**src/rtl/srt_pkg.sv**
```systemverilog
// srt_pkg: shared defaults, lane packing order and count-width helper for the result collector
package srt_pkg;
  localparam int OUT_WIDTH_DEF = 16;
  localparam int LANE_R0 = 0;
  localparam int LANE_R1 = 1;
  localparam int LANE_R2 = 2;
  function automatic int cnt_w(input int depth);
    return $clog2(depth) + 1;
  endfunction
endpackage

```
**src/rtl/srt_fwft_fifo.sv**
```systemverilog
// srt_fwft_fifo: first-word-fall-through FIFO; a push into a full FIFO is accepted only alongside a pop
module srt_fwft_fifo
  import srt_pkg::*;
#(
  parameter int WIDTH = 48,
  parameter int DEPTH = 8,
  localparam int CW = cnt_w(DEPTH)
) (
  input  logic             aclk,
  input  logic             aresetn,
  input  logic             push,
  input  logic             pop,
  input  logic [WIDTH-1:0] din,
  output logic [WIDTH-1:0] dout,
  output logic [CW-1:0]    count,
  output logic             full,
  output logic             empty
);
  localparam int AW = $clog2(DEPTH);
  logic [WIDTH-1:0] mem [DEPTH];
  logic [AW-1:0] wr_ptr, rd_ptr;
  logic do_push, do_pop;
  assign full = count == CW'(DEPTH);
  assign empty = count == '0;
  assign do_pop = pop & ~empty;
  assign do_push = push & (~full | do_pop);
  assign dout = empty ? '0 : mem[rd_ptr];
  // storage write; contents need no reset since empty masks the head
  always_ff @(posedge aclk) begin
    if (do_push) mem[wr_ptr] <= din;
  end
  // pointers wrap naturally at the power-of-two depth; count tracks occupancy
  always_ff @(posedge aclk or negedge aresetn) begin
    if (!aresetn) begin
      wr_ptr <= '0;
      rd_ptr <= '0;
      count <= '0;
    end else begin
      wr_ptr <= wr_ptr + AW'(do_push);
      rd_ptr <= rd_ptr + AW'(do_pop);
      count <= count + CW'(do_push) - CW'(do_pop);
    end
  end
endmodule

```
**src/rtl/srt_result_collector.sv**
```systemverilog
// srt_result_collector: tracks array issues, captures aligned results into a FWFT FIFO and streams them out; SRT_COLLECT_TLAST_EN enables frame tlast
module srt_result_collector
  import srt_pkg::*;
#(
  parameter int OUT_WIDTH = OUT_WIDTH_DEF,
  parameter int LATENCY = 4,
  parameter int FIFO_DEPTH = 8,
  parameter int FRAME_LEN = 16
) (
  input  logic                   aclk,
  input  logic                   aresetn,
  input  logic                   in_valid,
  output logic                   in_ready,
  input  logic [OUT_WIDTH-1:0]   result0,
  input  logic [OUT_WIDTH-1:0]   result1,
  input  logic [OUT_WIDTH-1:0]   result2,
  output logic [3*OUT_WIDTH-1:0] m_axis_tdata,
  output logic                   m_axis_tvalid,
  input  logic                   m_axis_tready,
  output logic                   m_axis_tlast,
  output logic                   overflow
);
  localparam int CW = cnt_w(FIFO_DEPTH);
  if (LATENCY < 1 || LATENCY > 15) begin : g_bad_latency
    $error("LATENCY must be 1..15");
  end
  if (FRAME_LEN < 1 || FRAME_LEN > 65535) begin : g_bad_frame
    $error("FRAME_LEN must be 1..65535");
  end
  logic [LATENCY-1:0] vld_sr;
  logic [3:0] inflight;
  logic [CW-1:0] fifo_count;
  logic [CW+3:0] occ;
  logic [3*OUT_WIDTH-1:0] din;
  logic cap, pop, full, empty;
  assign cap = vld_sr[LATENCY-1];
  assign pop = m_axis_tvalid & m_axis_tready;
  assign m_axis_tvalid = ~empty;
  assign occ = (CW+4)'(fifo_count) + (CW+4)'(inflight);
  assign in_ready = occ < (CW+4)'(FIFO_DEPTH);
  // pack the three lanes into one FIFO word
  always_comb begin
    din = '0;
    din[LANE_R0*OUT_WIDTH +: OUT_WIDTH] = result0;
    din[LANE_R1*OUT_WIDTH +: OUT_WIDTH] = result1;
    din[LANE_R2*OUT_WIDTH +: OUT_WIDTH] = result2;
  end
  // every issue is tracked, even unaccepted ones, since the array cannot stall
  always_ff @(posedge aclk or negedge aresetn) begin
    if (!aresetn) begin
      vld_sr <= '0;
      inflight <= '0;
    end else begin
      vld_sr <= LATENCY'({vld_sr, in_valid});
      inflight <= inflight + 4'(in_valid) - 4'(cap);
    end
  end
  // sticky drop flag: capture into a full FIFO with no pop to make room
  always_ff @(posedge aclk or negedge aresetn) begin
    if (!aresetn) overflow <= 1'b0;
    else if (cap & full & ~pop) overflow <= 1'b1;
  end
  srt_fwft_fifo #(.WIDTH(3*OUT_WIDTH), .DEPTH(FIFO_DEPTH)) u_fifo (
    .aclk    (aclk),
    .aresetn (aresetn),
    .push    (cap),
    .pop     (pop),
    .din     (din),
    .dout    (m_axis_tdata),
    .count   (fifo_count),
    .full    (full),
    .empty   (empty)
  );
`ifdef SRT_COLLECT_TLAST_EN
  logic [15:0] beat;
  assign m_axis_tlast = m_axis_tvalid & (beat == 16'(FRAME_LEN - 1));
  // count popped beats, wrapping at the frame boundary
  always_ff @(posedge aclk or negedge aresetn) begin
    if (!aresetn) beat <= '0;
    else if (pop) beat <= (beat == 16'(FRAME_LEN - 1)) ? '0 : beat + 16'd1;
  end
`else
  assign m_axis_tlast = 1'b0;
`endif
endmodule
```
**config.mk**
```make
export PLATFORM = sky130hd
export DESIGN_NAME = srt_result_collector
export DESIGN_NICKNAME = d
export VERILOG_FILES = /design/src/rtl/srt_pkg.sv /design/src/rtl/srt_fwft_fifo.sv /design/src/rtl/srt_result_collector.sv
export SDC_FILE = /design/constraint.sdc
export NUM_CORES = 1
export LEC_CHECK = 0
export BUFFER_PORTS_ARGS = -buffer_cell sky130_fd_sc_hd__buf_2
export CAP_MARGIN = 20
export CORE_AREA = 4 4 212 131
export DETAILED_ROUTE_END_ITERATION = 8
export DIE_AREA = 0 0 216 135
export PLACE_DENSITY_LB_ADDON = 0.08
export SYNTH_ARGS = -nofsm -noshare
export SYNTH_HDL_FRONTEND = slang
export SYNTH_SLANG_ARGS = --single-unit
```
**constraint.sdc**
```tcl
create_clock -name aclk -period 15.75 [get_ports aclk]
set_clock_uncertainty 0.2 [all_clocks]
set_input_delay 2.3625 -clock aclk [delete_from_list [all_inputs] [get_ports aclk]]
set_output_delay 2.3625 -clock aclk [all_outputs]
set_load 0.03 [all_outputs]
```
==> flow_summary_export.csv <==
group,metric,value,unit
cells_and_area,final_common_cell,"edfxtp_1",
cts,cts_resized,0,
timing,fin_crit_sh,37.34,%
worst_setup_path,crit_path_end_kind,"output port",
synth,synthesis.area,15370,sq um
global_route,track_usage,20.90,%
cells_and_area,final_cells,1157,
cts,clockBufferDepth,3,
synth,yosysUniqueCellTypes,32,
worst_setup_path,cp_top_family,"flip-flops",
route,drt_iter0_markers,697,
route,dr.pass1.iters,5,
route,ant_nets,0,
die,die_width,216,um
worst_setup_path,required,13.19,ns
global_route,grt_antenna_before_repair,2,
die,start_util,59.22,%
synth,netlist_instances,652,
cts,cts_tree,"done",
timing,relSlewSlack,36.66,%
cells_and_area,fillerInstances,1662,
timing,setup_tns,0,ns
worst_setup_path,critPathArrivalTime,3.32,ns
power,p_per_area,199.7,nW/um^2
cells_and_area,syn2layout_area_growth,13.09,%
timing,setup_viol,0,
cts,clk_latency,0.52,ns
run_status,status,"finished clean",
die,core-area,25960,sq um
route,routed_wirelength,29610,um
global_route,grt.overflow.total,0,
worst_setup_path,critPathLaunchType,"register",
power,power,3.471,mW
die,dieArea,29160,sq um
synth,synthTopCellsByArea,"edfxtp_1 75%, mux4_2 14%, dfrtp_1 3.1%, a22o_1 2.7%, ha_1 1.3%",
route,drc,0,
run,maxCapViolations,0,
worst_setup_path,critPathBufInv,3,
cts,numCtsBuffers,36,
power,leakage,5.866,nW
cells_and_area,final_layout_size_suffix_gt1_share,34.55,%
cts,clk_pin_slew,0.06,ns
global_route,grt_first_pass_wirelength,45610,um
timing,max_freq,0.1701,GHz
worst_setup_path,cpMaxStageDelayCell,"dfrtp_4",
synth,synth-seq-cells,403,
timing,tightestPinTransition,0.9479,ns
die,die_y,135,um
global_route,grt_pass1_vias,7426,
synth,yosysSeqAreaShare,78.11,%
route,vias,6997,
cells_and_area,layout_common_cells,"384 x edfxtp_1, 102 x buf_2, 96 x mux4_2, 48 x a22o_1, 37 x clkbuf_16",
worst_hold_path,hold_path_class,"register to register",
cts,htree_num_levels,2,
synth,synth_top_cell_by_area,"edfxtp_1",
die,io_pins,104,
worst_setup_path,crit_chain,"buf_4, buf_16, mux4_2, a22o_1, buf_2",
route,via_per_inst,6.048,
worst_setup_path,r2r_cells,6,
placed_design,place_hpwl,15750,um
die,num_rows,46,
cts,holdBufCountCts,0,
power,irDropWorstVdd,0.0001173,V
placed_design,dp.cells,1094,
worst_setup_path,cp_max_fo,48,
placed_design,numPortBuffers,102,
worst_setup_path,max_stage_delay,1.05,ns
synth,yosysWarnings,0,
cells_and_area,final_net_count,843,
synth,syn_area_per_cell,23.58,sq um
route,wl_per_cell,25.59,um
timing,period_minus_slack,5.880,ns
synth,synth_top_area_share,75.01,%
timing,finalHoldViolCount,0,
worst_setup_path,worstSetupPathType,"register to output port",
cts,cts_root_buffer,"clkbuf_16",
cts,cts.sinks,403,
timing,finalMaxSlewViolations,0,
synth,syn_nets,722,
cts,post_cts.repair.setup_buffers,0,
worst_setup_path,cp.depth,5,
timing,rsz0062_at_grt,"false",
global_route,grt_max_degree,52,
placed_design,place_congestion,0.7328,
worst_hold_path,hold_depth,0,
per-layer routing:
layer | track usage (%) | up-vias | routed length [um]
li1 | - | 3004 | -
met1 | 30.97 | 3742 | 13320
met2 | 32.70 | 205 | 13980
met3 | 4.138 | 44 | 1673
met4 | 5.933 | 2 | 612
met5 | 0 | - | 14
layout make-up:
class / count / area (sq um) / share of cell area (%)
antenna: 1 / 2.502 / 0.01439
clock buffer: 44 / 952.2 / 5.477
clock inverter: 17 / 128.9 / 0.7413
inverter: 16 / 60.06 / 0.3455
multi-input combinational: 200 / 3141 / 18.07
sequential: 403 / 12010 / 69.11
tap: 360 / 450.4 / 2.591
timing repair buffer: 116 / 635.6 / 3.656
worst paths after layout:
path	end	slack, ns	startpoint
max	m_axis_tdata[16]	9.87	u_fifo.rd_ptr[0]$_DFF_PN0_
min	vld_sr[1]$_DFF_PN0_	0.16	vld_sr[0]$_DFF_PN0_
max reg2reg	u_fifo.mem[5][18]$_DFFE_PP_	12.54	u_fifo.count[2]$_DFF_PN0_
min reg2reg	vld_sr[1]$_DFF_PN0_	0.16	vld_sr[0]$_DFF_PN0_
max in group asynchronous	u_fifo.rd_ptr[1]$_DFF_PN0_	13.44	aresetn
min in group asynchronous	inflight[0]$_DFF_PN0_	1.57	aresetn
logic make-up (layout without fill, tap and decap cells):
logic type               after synthesis  in the layout  share of synthesized area (%)
other                                  1              2                        0.02439
multiplexers                          96             96                          14.06
flip-flops                           403            403                          78.11
XOR/XNOR                               8              8                         0.4558
buffers and inverters                 49            193                          1.872
AND/OR/NAND/NOR                       19             19                         0.7000
adder cells (fa/ha/maj)               18             18                          1.563
AO/OA/AOI/OAI                         58             58                          3.215
cell usage after synthesis, drive strengths merged:
cell type,count
inv,16
and3,1
a31o,2
a2111oi,1
o21a,1
dfrtp,19
fa,2
and2,2
edfxtp,384
buf,25
nor2b,2
xnor2,4
nor2,6
mux4,96
conb,1
xor2,4
a22o,48
or3b,2
a21o,2
a21oi,2
nor3,3
o211ai,2
nand2b,2
nand2,1
clkbuf,8
ha,16
sequential cells by signal (all words and copies together) (netlist names):
register	count
u_fifo.count	4
inflight	4
vld_sr	4
overflow	1
u_fifo.wr_ptr	3
u_fifo.rd_ptr	3
u_fifo.mem	384
power by group:
part	switching [mW]	internal, mW	total [mW]
registers	0.112	1.35	1.47
clock network	0.359	0.462	0.821
logic	0.701	0.483	1.18
total	1.17	2.30	3.47
stage by stage:
step           utilization, %  cell area [sq um]  setup slack [ns]  hold slack, ns
3_3_place_gp            62.69              16270             9.990          0.1342
4_1_cts                 66.86              17350             9.420          0.1625
3_5_place_dp            62.69              16270             9.991          0.1378
5_1_grt                 66.97              17380             9.570          0.1643
2_1_floorplan               -              15370             8.984          0.1312
6_report                66.97              17380             9.870          0.1556
No activity file was read; power rests on OpenSTA's default activity.
